===== config.mk =====
export PLATFORM = sky130hd
export DESIGN_NAME = pc_stack_unit_flat
export DESIGN_NICKNAME = d
export VERILOG_FILES = /design/src/rtl/cpu_pkg.sv /design/src/rtl/pc_stack_unit_if.sv /design/src/rtl/ret_stack.sv /design/src/rtl/pc_stack_unit.sv /design/src/flat_wrapper.sv
export SDC_FILE = /design/constraint.sdc
export NUM_CORES = 1
export LEC_CHECK = 0
export CAP_MARGIN = 20
export CELL_PAD_IN_SITES_DETAIL_PLACEMENT = 0
export CELL_PAD_IN_SITES_GLOBAL_PLACEMENT = 1
export CORE_MARGIN = 10
export CORE_UTILIZATION = 49
export DETAILED_ROUTE_END_ITERATION = 10
export PLACE_DENSITY = 0.89
export SLEW_MARGIN = 15
export SYNTH_ARGS = -nofsm -noshare
export SYNTH_HDL_FRONTEND = slang
export SYNTH_SLANG_ARGS = --single-unit

===== constraint.sdc =====
create_clock -name clk -period 3.7 [get_ports clk]
set_input_delay 0.74 -clock clk [delete_from_list [all_inputs] [get_ports clk]]
set_output_delay 0.74 -clock clk [all_outputs]
set_load 0.01 [all_outputs]

===== src/rtl/cpu_pkg.sv =====
// Shared CPU definitions: default PC width and return-stack depth, plus the
// next-PC source encoding used by the program-counter unit.
package cpu_pkg;

    localparam int PC_W_DEF  = 10;
    localparam int DEPTH_DEF = 8;

    typedef enum logic [1:0] {
        PCSRC_INC = 2'd0,
        PCSRC_JMP = 2'd1,
        PCSRC_RET = 2'd2
    } pc_src_e;

    function automatic pc_src_e pc_src_sel(input logic s_inc, input logic s_stack_mux);
        if (s_inc) begin
            return PCSRC_INC;
        end
        return s_stack_mux ? PCSRC_RET : PCSRC_JMP;
    endfunction

endpackage


===== src/rtl/pc_stack_unit_if.sv =====
// Sequencing bus between the control unit (master) and the PC/stack unit (slave).
// There is no handshake: controls are sampled every rising edge, one instruction per cycle.
interface pc_stack_unit_if
    import cpu_pkg::*;
#(
    parameter int PC_W  = PC_W_DEF,
    parameter int DEPTH = DEPTH_DEF
);
    localparam int CW = $clog2(DEPTH + 1);

    logic            s_inc;
    logic            s_stack_mux;
    logic            push;
    logic            pop;
    logic [PC_W-1:0] jump_addr;
    logic [PC_W-1:0] pc;
    logic [CW-1:0]   stack_count;
    logic            stack_full;
    logic            stack_empty;
    logic            stack_ovf;
    logic            stack_unf;

    modport master (
        output s_inc, s_stack_mux, push, pop, jump_addr,
        input  pc, stack_count, stack_full, stack_empty, stack_ovf, stack_unf
    );

    modport slave (
        input  s_inc, s_stack_mux, push, pop, jump_addr,
        output pc, stack_count, stack_full, stack_empty, stack_ovf, stack_unf
    );

endinterface


===== src/rtl/ret_stack.sv =====
// Return-address LIFO with combinational top read from the registered array.
// Sticky overflow/underflow flags are built only when STACK_ERR_EN is defined.
module ret_stack
    import cpu_pkg::*;
#(
    parameter int W     = PC_W_DEF,
    parameter int DEPTH = DEPTH_DEF,
    localparam int CW   = $clog2(DEPTH + 1),
    localparam int AW   = $clog2(DEPTH)
) (
    input  logic          clk,
    input  logic          reset,
    input  logic          push_i,
    input  logic          pop_i,
    input  logic [W-1:0]  push_data_i,
    output logic [W-1:0]  top_o,
    output logic [CW-1:0] count_o,
    output logic          full_o,
    output logic          empty_o,
    output logic          ovf_o,
    output logic          unf_o
);

    logic [W-1:0]  mem_q [DEPTH];
    logic [CW-1:0] count_q, count_d;
    logic [CW-1:0] top_idx;
    logic [AW-1:0] wr_idx;
    logic          mem_we;

    assign empty_o = (count_q == '0);
    assign full_o  = (count_q == CW'(DEPTH));
    assign count_o = count_q;
    assign top_idx = count_q - CW'(1);
    assign top_o   = empty_o ? '0 : mem_q[top_idx[AW-1:0]];

    // Push+pop on a non-empty stack overwrites the top in place.
    always_comb begin
        count_d = count_q;
        mem_we  = 1'b0;
        wr_idx  = count_q[AW-1:0];
        if (push_i && pop_i && !empty_o) begin
            mem_we = 1'b1;
            wr_idx = top_idx[AW-1:0];
        end else if (push_i && !full_o) begin
            mem_we  = 1'b1;
            count_d = count_q + CW'(1);
        end else if (pop_i && !push_i && !empty_o) begin
            count_d = count_q - CW'(1);
        end
    end

    always_ff @(posedge clk) begin
        if (reset) begin
            count_q <= '0;
        end else begin
            count_q <= count_d;
        end
    end

    always_ff @(posedge clk) begin
        if (!reset && mem_we) begin
            mem_q[wr_idx] <= push_data_i;
        end
    end

`ifdef STACK_ERR_EN
    logic ovf_evt, unf_evt;
    logic ovf_q, unf_q;

    assign ovf_evt = push_i && !pop_i && full_o;
    assign unf_evt = pop_i && !push_i && empty_o;

    always_ff @(posedge clk) begin
        if (reset) begin
            ovf_q <= 1'b0;
            unf_q <= 1'b0;
        end else begin
            ovf_q <= ovf_q | ovf_evt;
            unf_q <= unf_q | unf_evt;
        end
    end

    assign ovf_o = ovf_q;
    assign unf_o = unf_q;
`else
    assign ovf_o = 1'b0;
    assign unf_o = 1'b0;
`endif

endmodule


===== src/rtl/pc_stack_unit.sv =====
// Program counter register, next-PC mux and return-address stack for the basic CPU.
// Define STACK_ERR_EN to build sticky overflow/underflow flags; otherwise they read 0.
module pc_stack_unit
    import cpu_pkg::*;
#(
    parameter int PC_W  = PC_W_DEF,
    parameter int DEPTH = DEPTH_DEF
) (
    input logic             clk,
    input logic             reset,
    pc_stack_unit_if.slave  bus
);

    logic [PC_W-1:0] pc_q, pc_d;
    logic [PC_W-1:0] pc_plus1;
    logic [PC_W-1:0] stack_top;
    pc_src_e         pc_src;

    // Natural PC_W-bit wrap: the return address of the last word is 0.
    assign pc_plus1 = pc_q + PC_W'(1);
    assign pc_src   = pc_src_sel(bus.s_inc, bus.s_stack_mux);

    always_comb begin
        pc_d = pc_plus1;
        unique case (pc_src)
            PCSRC_INC: pc_d = pc_plus1;
            PCSRC_JMP: pc_d = bus.jump_addr;
            PCSRC_RET: pc_d = stack_top;
            default:   pc_d = pc_plus1;
        endcase
    end

    always_ff @(posedge clk) begin
        if (reset) begin
            pc_q <= '0;
        end else begin
            pc_q <= pc_d;
        end
    end

    assign bus.pc = pc_q;

    ret_stack #(
        .W     (PC_W),
        .DEPTH (DEPTH)
    ) u_ret_stack (
        .clk         (clk),
        .reset       (reset),
        .push_i      (bus.push),
        .pop_i       (bus.pop),
        .push_data_i (pc_plus1),
        .top_o       (stack_top),
        .count_o     (bus.stack_count),
        .full_o      (bus.stack_full),
        .empty_o     (bus.stack_empty),
        .ovf_o       (bus.stack_ovf),
        .unf_o       (bus.stack_unf)
    );

endmodule


===== src/flat_wrapper.sv =====
// flat-port wrapper written by rule: the top's interface ports become plain ports
module pc_stack_unit_flat import cpu_pkg::*;
#(
    parameter int PC_W  = PC_W_DEF,
    parameter int DEPTH = DEPTH_DEF
)
  (clk, reset, bus_s_inc, bus_s_stack_mux, bus_push, bus_pop, bus_jump_addr, bus_pc, bus_stack_count, bus_stack_full, bus_stack_empty, bus_stack_ovf, bus_stack_unf);
  pc_stack_unit_if #(.PC_W(PC_W), .DEPTH(DEPTH)) bus_i ();
  input logic clk;
  input logic reset;
  input wire logic [$bits(bus_i.s_inc)-1:0] bus_s_inc;
  input wire logic [$bits(bus_i.s_stack_mux)-1:0] bus_s_stack_mux;
  input wire logic [$bits(bus_i.push)-1:0] bus_push;
  input wire logic [$bits(bus_i.pop)-1:0] bus_pop;
  input wire logic [$bits(bus_i.jump_addr)-1:0] bus_jump_addr;
  output wire logic [$bits(bus_i.pc)-1:0] bus_pc;
  output wire logic [$bits(bus_i.stack_count)-1:0] bus_stack_count;
  output wire logic [$bits(bus_i.stack_full)-1:0] bus_stack_full;
  output wire logic [$bits(bus_i.stack_empty)-1:0] bus_stack_empty;
  output wire logic [$bits(bus_i.stack_ovf)-1:0] bus_stack_ovf;
  output wire logic [$bits(bus_i.stack_unf)-1:0] bus_stack_unf;
  assign bus_i.s_inc = bus_s_inc;
  assign bus_i.s_stack_mux = bus_s_stack_mux;
  assign bus_i.push = bus_push;
  assign bus_i.pop = bus_pop;
  assign bus_i.jump_addr = bus_jump_addr;
  assign bus_pc = bus_i.pc;
  assign bus_stack_count = bus_i.stack_count;
  assign bus_stack_full = bus_i.stack_full;
  assign bus_stack_empty = bus_i.stack_empty;
  assign bus_stack_ovf = bus_i.stack_ovf;
  assign bus_stack_unf = bus_i.stack_unf;
  pc_stack_unit #(.PC_W(PC_W), .DEPTH(DEPTH)) u_core (.clk(clk), .reset(reset), .bus(bus_i));
endmodule

==> results.txt, run 1 <==
----------------------------------------------------
[Place]
  Placed Cells incl. Taps ... 397
  RePlAce Congestion ... 0.8287
  Worst slack at placement ... 0.7675 ns
  Number of buffer cells added on primary ports ... 31
  HPWL after detailed placement ... 6706 um

[Run]
  Max-cap viol count ... 0

[Detailed routing]
  Vias per inst ... 6.121
  Drt initial violations ... 214
  Count of vias placed by the detailed router ... 2522
  Wire length reported by the detailed router ... 9499 um
  Average routed wire per standard cell ... 23.06 um
  Post-detailed-route DRC marker count ... 0
  Post-route ant nets ... 0
  First-pass detailed-route iteration total ... 5

[Status]
  Status ... completed

[GRT]
  Pin count of the biggest net entering global routing ... 28
  Number of antenna violations at the first check in global routing ... 0
  Gr ovfl total ... 0
  Vias in the first global route ... 2562
  Wire length of the first global-routing pass ... 14950 um
  Global router's overall resource usage ... 15.33%

[Clock tree]
  TritonCTS clock tree ... done
  Num Clock Sinks ... 94
  Register clock-pin slew on the reported worst setup and hold paths ... 0.08 ns
  Maximum clock insertion buffer count ... 2
  Hold_buf cts ... 0
  Cts repair resizes ... 0
  Buffer cell driving the clock tree root ... sky130_fd_sc_hd__clkbuf_8
  Skew-Pair Late Insertion Delay ... 0.35 ns
  Level count of the clock H-tree ... 3
  Buffers inserted during post-CTS setup optimization ... 0
  Number of buffers created by CTS ... 9

[STA]
  Final worst path period share ... 85.03%
  Min Clock Period, post-route ... 3.146 ns
  Tightest Pin Transition ... 0.9049 ns
  Smallest setup slack after layout ... 0.5537 ns
  Maximum clock frequency ... 317.8 MHz
  Count of endpoints failing setup in the final report ... 0
  Hold_ws ... 0.5871 ns
  Pins Over Slew Limit ... 0
  Unrepaired setup endpoints after global routing ... no
  Worst-case clock skew ... 0.008605 ns
  Max_slew headroom ... 39.24%
  Summed negative setup slack over all endpoints ... 0 ns
  Number of hold violations in the final report ... 0

[Hold path]
  Type of the worst min-delay path ... reg -> reg

[Setup path]
  Data required time of the worst path ... 2.96 ns
  Maximum cell stage delay along the critical path ... 0.62 ns
  Total buffers and inverters traversed by the critical path ... 2
  Peak fanout along the critical path ... 9
  Crit path launch type ... flop
  Ordered list of cells on the worst path ... inv_1, ha_1, nor3b_4, clkdlybuf4s50_1
  Category of the worst setup path capture point ... output port
  Cell with the largest stage delay on the worst path ... sky130_fd_sc_hd__clkdlybuf4s50_1
  Kind of critical path ... reg -> out
  Arrival time of data at the critical path endpoint ... 2.41 ns
  Category of cells accounting for the largest share of critical-path delay ... buffers and inverters
  R2r setup slk ... 1.09 ns

[Cells and area]
  Final net count ... 322
  Non-filler cells in the finished layout ... 412
  Fraction of final layout cells sized beyond drive strength 1 ... 15.96%
  Most common cell after layout, fill and taps aside ... sky130_fd_sc_hd__edfxtp_1
  Final core utilization ... 57.79%
  Area growth from synthesis to layout ... 14.33%
  # diodes ... 0
  Most frequent cells in the layout ... sky130_fd_sc_hd__edfxtp_1 (80), sky130_fd_sc_hd__clkdlybuf4s50_1 (31), sky130_fd_sc_hd__nor3_1 (15), sky130_fd_sc_hd__mux4_2 (14), sky130_fd_sc_hd__dfxtp_1 (14)

[Power and ir drop]
  Static leakage power ... 1.589 nW
  IR drop worst, VDD ... 0.0002892 V
  Power per standard cell area ... 548.1 nW/um^2

[Floorplanning]
  Height of the chip ... 112.3 um
  Die boundary width ... 112.3 um
  Area of the core region ... 8258 sq um
  Floorplan die area ... 12610 sq um
  Number of placement rows ... 33
  Boundary Pins ... 34
  Effective utilization at floorplan ... 50.55%

[Yosys]
  Part of the Yosys area used for sequential elements ... 64.27%
  Syn Std Cell Area ... 4174 sq um
  Netlist cell types ... 50
  Primary FF master, synth ... sky130_fd_sc_hd__edfxtp_1
  Post-synthesis instance total ... 264
  Number of warnings reported in the yosys synthesis log ... 0
  Number of enable flip-flop cells after synthesis ... 80
  Post-synthesis sequential element count ... 94
  Synthesized area divided by synthesized cell count ... 15.81 sq um
  Share of flip-flops with an asynchronous set or reset after synthesis ... 0%

----------------------------------------------------
## per-stage QoR
stage	total power [mW]	instance area [sq um]
2_1_floorplan	1.809	4178
3_3_place_gp	2.029	4607
3_5_place_dp	2.053	4607
4_1_cts	2.626	4772
5_1_grt	2.738	4772
6_report	2.615	4772
## final cells by class
type                            instances  area [sq um]
Clock inverter                          4         23.77
Inverter                               11         41.29
Multi-Input combinational cell        145          1359
Fill cell                             647          3486
Tap cell                              105         131.4
Sequential cell                        94          2683
Timing Repair Buffer                   42         392.9
Clock buffer                           11         141.4
## layer usage
metal  global-route usage [%]  vias to the layer above  share of wire, %
li1                         -                     1121                 -
met1                    21.26                     1269                43
met2                    23.02                      122                46
met3                    4.633                       10               9.7
met4                    3.723                        0              0.87
met5                        0                        -                 0
## synthesized netlist by cell type, types with 2 or more instances
library cell / number / share of area (%)
sky130_fd_sc_hd__o21ai_0: 3 / 0.36
sky130_fd_sc_hd__nor3b_1: 3 / 0.54
sky130_fd_sc_hd__dfxtp_1: 14 / 6.7
sky130_fd_sc_hd__nand3b_1: 3 / 0.54
sky130_fd_sc_hd__nand4_1: 2 / 0.30
sky130_fd_sc_hd__mux4_2: 14 / 7.6
sky130_fd_sc_hd__nor2b_1: 2 / 0.30
sky130_fd_sc_hd__a22oi_1: 4 / 0.72
sky130_fd_sc_hd__clkbuf_1: 4 / 0.36
sky130_fd_sc_hd__o31a_1: 2 / 0.42
sky130_fd_sc_hd__mux2_2: 2 / 0.54
sky130_fd_sc_hd__nand3_1: 8 / 0.96
sky130_fd_sc_hd__buf_4: 3 / 0.54
sky130_fd_sc_hd__mux2i_1: 11 / 2.6
sky130_fd_sc_hd__a211oi_1: 3 / 0.54
sky130_fd_sc_hd__nor2_1: 8 / 0.72
sky130_fd_sc_hd__nor4_1: 2 / 0.30
sky130_fd_sc_hd__nand2b_1: 2 / 0.30
sky130_fd_sc_hd__buf_6: 3 / 0.81
sky130_fd_sc_hd__nand2_1: 9 / 0.81
sky130_fd_sc_hd__mux4_1: 6 / 3.8
sky130_fd_sc_hd__a31oi_1: 2 / 0.30
sky130_fd_sc_hd__nor3_1: 15 / 1.8
sky130_fd_sc_hd__ha_1: 3 / 0.90
sky130_fd_sc_hd__edfxtp_1: 80 / 58
sky130_fd_sc_hd__o22ai_1: 6 / 0.90
sky130_fd_sc_hd__buf_2: 4 / 0.48
sky130_fd_sc_hd__or2_2: 2 / 0.30
sky130_fd_sc_hd__xnor2_1: 6 / 1.3
sky130_fd_sc_hd__a311o_1: 2 / 0.48
sky130_fd_sc_hd__inv_1: 10 / 0.90
sky130_fd_sc_hd__a21oi_1: 8 / 0.96
## flip-flops by register name, summed over array words and instances, names as in the netlist
signal	flops
u_core.u_ret_stack.mem_q	80
u_core.bus.pc	10
u_core.u_ret_stack.count_o	4
## tightest hold or removal path: stages, from the launching register on
cell                      delay [ns]
sky130_fd_sc_hd__dfxtp_1        0.39
sky130_fd_sc_hd__nand3_1        0.10
sky130_fd_sc_hd__a21oi_1        0.06
## report_power, final
part	total (mW)	leakage [nW]	switching [mW]	internal, mW
registers	1.29	0.850	0.0486	1.24
logic	0.739	0.660	0.404	0.335
clock network	0.584	0.0789	0.329	0.256
## cells by family after synthesis
group | Yosys count | share of synthesized area (%)
simple gates | 63 | 8.663
other cells | 1 | 0.08984
mux | 34 | 14.78
buf+inv | 26 | 3.267
fa+ha+maj | 3 | 0.8994
xor+xnor | 8 | 2.128
flops | 94 | 64.27
compound gates | 35 | 5.905
## worst paths after layout
| path | from | endpoint | cells past startpoint |
|---|---|---|---|
| min | u_core.u_ret_stack.count_o[1]$_SDFFE_PP0P_ | u_core.u_ret_stack.count_o[1]$_SDFFE_PP0P_ | 2 |
| max | u_core.u_ret_stack.count_o[1]$_SDFFE_PP0P_ | bus_stack_empty | 4 |
| max reg2reg | u_core.u_ret_stack.count_o[1]$_SDFFE_PP0P_ | u_core.u_ret_stack.mem_q[0][9]$_DFFE_PP_ | 7 |
| min reg2reg | u_core.u_ret_stack.count_o[1]$_SDFFE_PP0P_ | u_core.u_ret_stack.count_o[1]$_SDFFE_PP0P_ | 2 |
Power figures use the tool's default switching activity.
==> inputs of run 2 (changes only) <==
Settings changed: CAP_MARGIN 20 to 10.
==> results of run 2 <==
The final DEF is identical to that of run 1; final timing and power are the same.
==> inputs of run 3 (changes only) <==
==> constraint.sdc (replaced) <==
create_clock -name clk -period 3.7 [get_ports clk]
set_input_delay 0.37 -clock clk [delete_from_list [all_inputs] [get_ports clk]]
set_output_delay 0.37 -clock clk [all_outputs]
set_load 0.01 [all_outputs]
==> results.txt, run 3 (synthesized netlist as in run 1, its figures left out) <==
----------------------------------------------------
[Status]
  Status ... completed (unchanged)

[Detailed routing]
  Average routed wire per standard cell ... 22.99 um (was 23.06 um)
  Vias per inst ... 6.070 (was 6.121)
  Wire length reported by the detailed router ... 9472 um (was 9499 um)
  Drt initial violations ... 158 (was 214)
  Post-detailed-route DRC marker count ... 0 (unchanged)
  Count of vias placed by the detailed router ... 2501 (was 2522)
  Post-route ant nets ... 0 (unchanged)
  First-pass detailed-route iteration total ... 4 (was 5)

[Clock tree]
  Skew-Pair Late Insertion Delay ... 0.36 ns (was 0.35 ns)
  Buffers inserted during post-CTS setup optimization ... 0 (unchanged)
  Hold_buf cts ... 0 (unchanged)
  Cts repair resizes ... 0 (unchanged)
  Register clock-pin slew on the reported worst setup and hold paths ... 0.09 ns (was 0.08 ns)
  Level count of the clock H-tree ... 3 (unchanged)
  Number of buffers created by CTS ... 9 (unchanged)
  Num Clock Sinks ... 94 (unchanged)
  TritonCTS clock tree ... done (unchanged)
  Maximum clock insertion buffer count ... 2 (unchanged)
  Buffer cell driving the clock tree root ... sky130_fd_sc_hd__clkbuf_8 (unchanged)

[Setup path]
  Data required time of the worst path ... 3.33 ns (was 2.96 ns)
  Kind of critical path ... reg -> out (unchanged)
  Arrival time of data at the critical path endpoint ... 2.51 ns (was 2.41 ns)
  Crit path launch type ... flop (unchanged)
  Category of the worst setup path capture point ... output port (unchanged)
  Peak fanout along the critical path ... 9 (unchanged)

[GRT]
  Met2 track utilization from global routing ... 21.78% (was 23.02%)
  Number of antenna violations at the first check in global routing ... 0 (unchanged)
  Pin count of the biggest net entering global routing ... 28 (unchanged)
  Peak-usage layer in the global routing report ... met2 (unchanged)
  Met1 GRT Util ... 20.69% (was 21.26%)
  Gr ovfl total ... 0 (unchanged)
  Global router's overall resource usage ... 15.06% (was 15.33%)
  Vias in the first global route ... 2534 (was 2562)
  Wire length of the first global-routing pass ... 14680 um (was 14950 um)
  Global-route track usage on met3 ... 4.526% (was 4.633%)

[Floorplanning]
  Floorplan die area ... 12610 sq um (unchanged)
  Boundary Pins ... 34 (unchanged)
  Number of placement rows ... 33 (unchanged)
  Die boundary width ... 112.3 um (unchanged)
  Height of the chip ... 112.3 um (unchanged)
  Effective utilization at floorplan ... 50.55% (unchanged)
  Area of the core region ... 8258 sq um (unchanged)

[STA]
  Tightest Pin Transition ... 0.8751 ns (was 0.9049 ns)
  Maximum clock frequency ... 347.6 MHz (was 317.8 MHz)
  Count of endpoints failing setup in the final report ... 0 (unchanged)
  Summed negative setup slack over all endpoints ... 0 ns (unchanged)
  Unrepaired setup endpoints after global routing ... no (unchanged)
  Number of hold violations in the final report ... 0 (unchanged)
  Smallest setup slack after layout ... 0.8234 ns (was 0.5537 ns)
  Final worst path period share ... 77.75% (was 85.03%)
  Max_slew headroom ... 41.24% (was 39.24%)
  Min Clock Period, post-route ... 2.877 ns (was 3.146 ns)
  Worst-case clock skew ... 0.009424 ns (was 0.008605 ns)
  Pins Over Slew Limit ... 0 (unchanged)

[Cells and area]
  # diodes ... 0 (unchanged)
  Flip-flop and latch area ... 2683 sq um (unchanged)
  Register name with the most flops ... u_core.u_ret_stack.mem_q (unchanged)
  Most frequent cells in the layout ... sky130_fd_sc_hd__edfxtp_1 (80), sky130_fd_sc_hd__clkdlybuf4s50_1 (31), sky130_fd_sc_hd__nor3_1 (15), sky130_fd_sc_hd__mux4_2 (14), sky130_fd_sc_hd__dfxtp_1 (14) (unchanged)
  Non-filler cells in the finished layout ... 412 (unchanged)
  Area growth from synthesis to layout ... 14.42% (was 14.33%)
  Fraction of final layout cells sized beyond drive strength 1 ... 16.29% (was 15.96%)
  Largest register FFs ... 80 (unchanged)
  Most common cell after layout, fill and taps aside ... sky130_fd_sc_hd__edfxtp_1 (unchanged)
  Final net count ... 321 (was 322)
  Multi-input gate area in the final layout ... 1359 sq um (unchanged)
  Number of fill cells in the layout ... 659 (was 647)

[Place]
  HPWL after detailed placement ... 6550 um (was 6706 um)
  RePlAce Congestion ... 0.8592 (was 0.8287)
  Placed Cells incl. Taps ... 396 (was 397)
  Number of buffer cells added on primary ports ... 31 (unchanged)
  Worst slack at placement ... 1.104 ns (was 0.7675 ns)

[Power and ir drop]
  Power per standard cell area ... 554.4 nW/um^2 (was 548.1 nW/um^2)
  Static leakage power ... 1.584 nW (was 1.589 nW)
  IR drop worst, VDD ... 0.0002097 V (was 0.0002892 V)

[Run]
  Max-cap viol count ... 0 (unchanged)

[Hold path]
  Type of the worst min-delay path ... reg -> reg (unchanged)

----------------------------------------------------
-- run 3: cell type report --
class / instances / share of cell area [%]
Clock buffer: 10 / 2.672
Clock inverter: 6 / 1.022
Inverter: 11 / 0.8646
Multi-Input combinational cell: 145 / 28.45
Sequential cell: 94 / 56.17
Tap cell: 105 / 2.751
Timing Repair Buffer: 41 / 8.069
-- run 3: where the power goes --
part	internal (mW)	switching, mW
registers	1.24	0.0532
clock network	0.248	0.367
logic	0.334	0.403
total	1.83	0.822
-- run 3: per-layer routing --
metal	wire length [um]	up-vias
li1	-	1124
met2	4202	113
met3	918	14
met4	170	0
met5	0	-
met1	4182	1250
-- run 3: final timing paths --
path,cells after the start,slack [ns],startpoint,endpoint
setup reg to reg,7,1.09,u_core.u_ret_stack.count_o[1]$_SDFFE_PP0P_,u_core.u_ret_stack.mem_q[4][4]$_DFFE_PP_
setup / recovery,4,0.82,u_core.u_ret_stack.count_o[1]$_SDFFE_PP0P_,bus_stack_empty
hold / removal,2,0.61,u_core.u_ret_stack.count_o[1]$_SDFFE_PP0P_,u_core.u_ret_stack.count_o[1]$_SDFFE_PP0P_
hold reg to reg,2,0.61,u_core.u_ret_stack.count_o[1]$_SDFFE_PP0P_,u_core.u_ret_stack.count_o[1]$_SDFFE_PP0P_
-- run 3: stage by stage --
stage / util [%] / hold WS [ns] / total power [mW] / area (sq um)
after floorplan: - / 0.5234 / 1.809 / 4178
after global placement: 55.70 / 0.5754 / 2.042 / 4599
final: 57.83 / 0.6145 / 2.648 / 4776
after detailed placement: 55.70 / 0.5964 / 2.057 / 4599
after CTS: 57.83 / 0.6110 / 2.663 / 4776
after global routing: 57.83 / 0.6367 / 2.759 / 4776
-- run 3: critical path, cell delays in order, from the launching register on --
cell,delay (ns)
sky130_fd_sc_hd__dfxtp_1,0.40
sky130_fd_sc_hd__inv_1,0.11
sky130_fd_sc_hd__ha_1,0.51
sky130_fd_sc_hd__nor3b_4,0.50
sky130_fd_sc_hd__clkdlybuf4s50_1,0.63
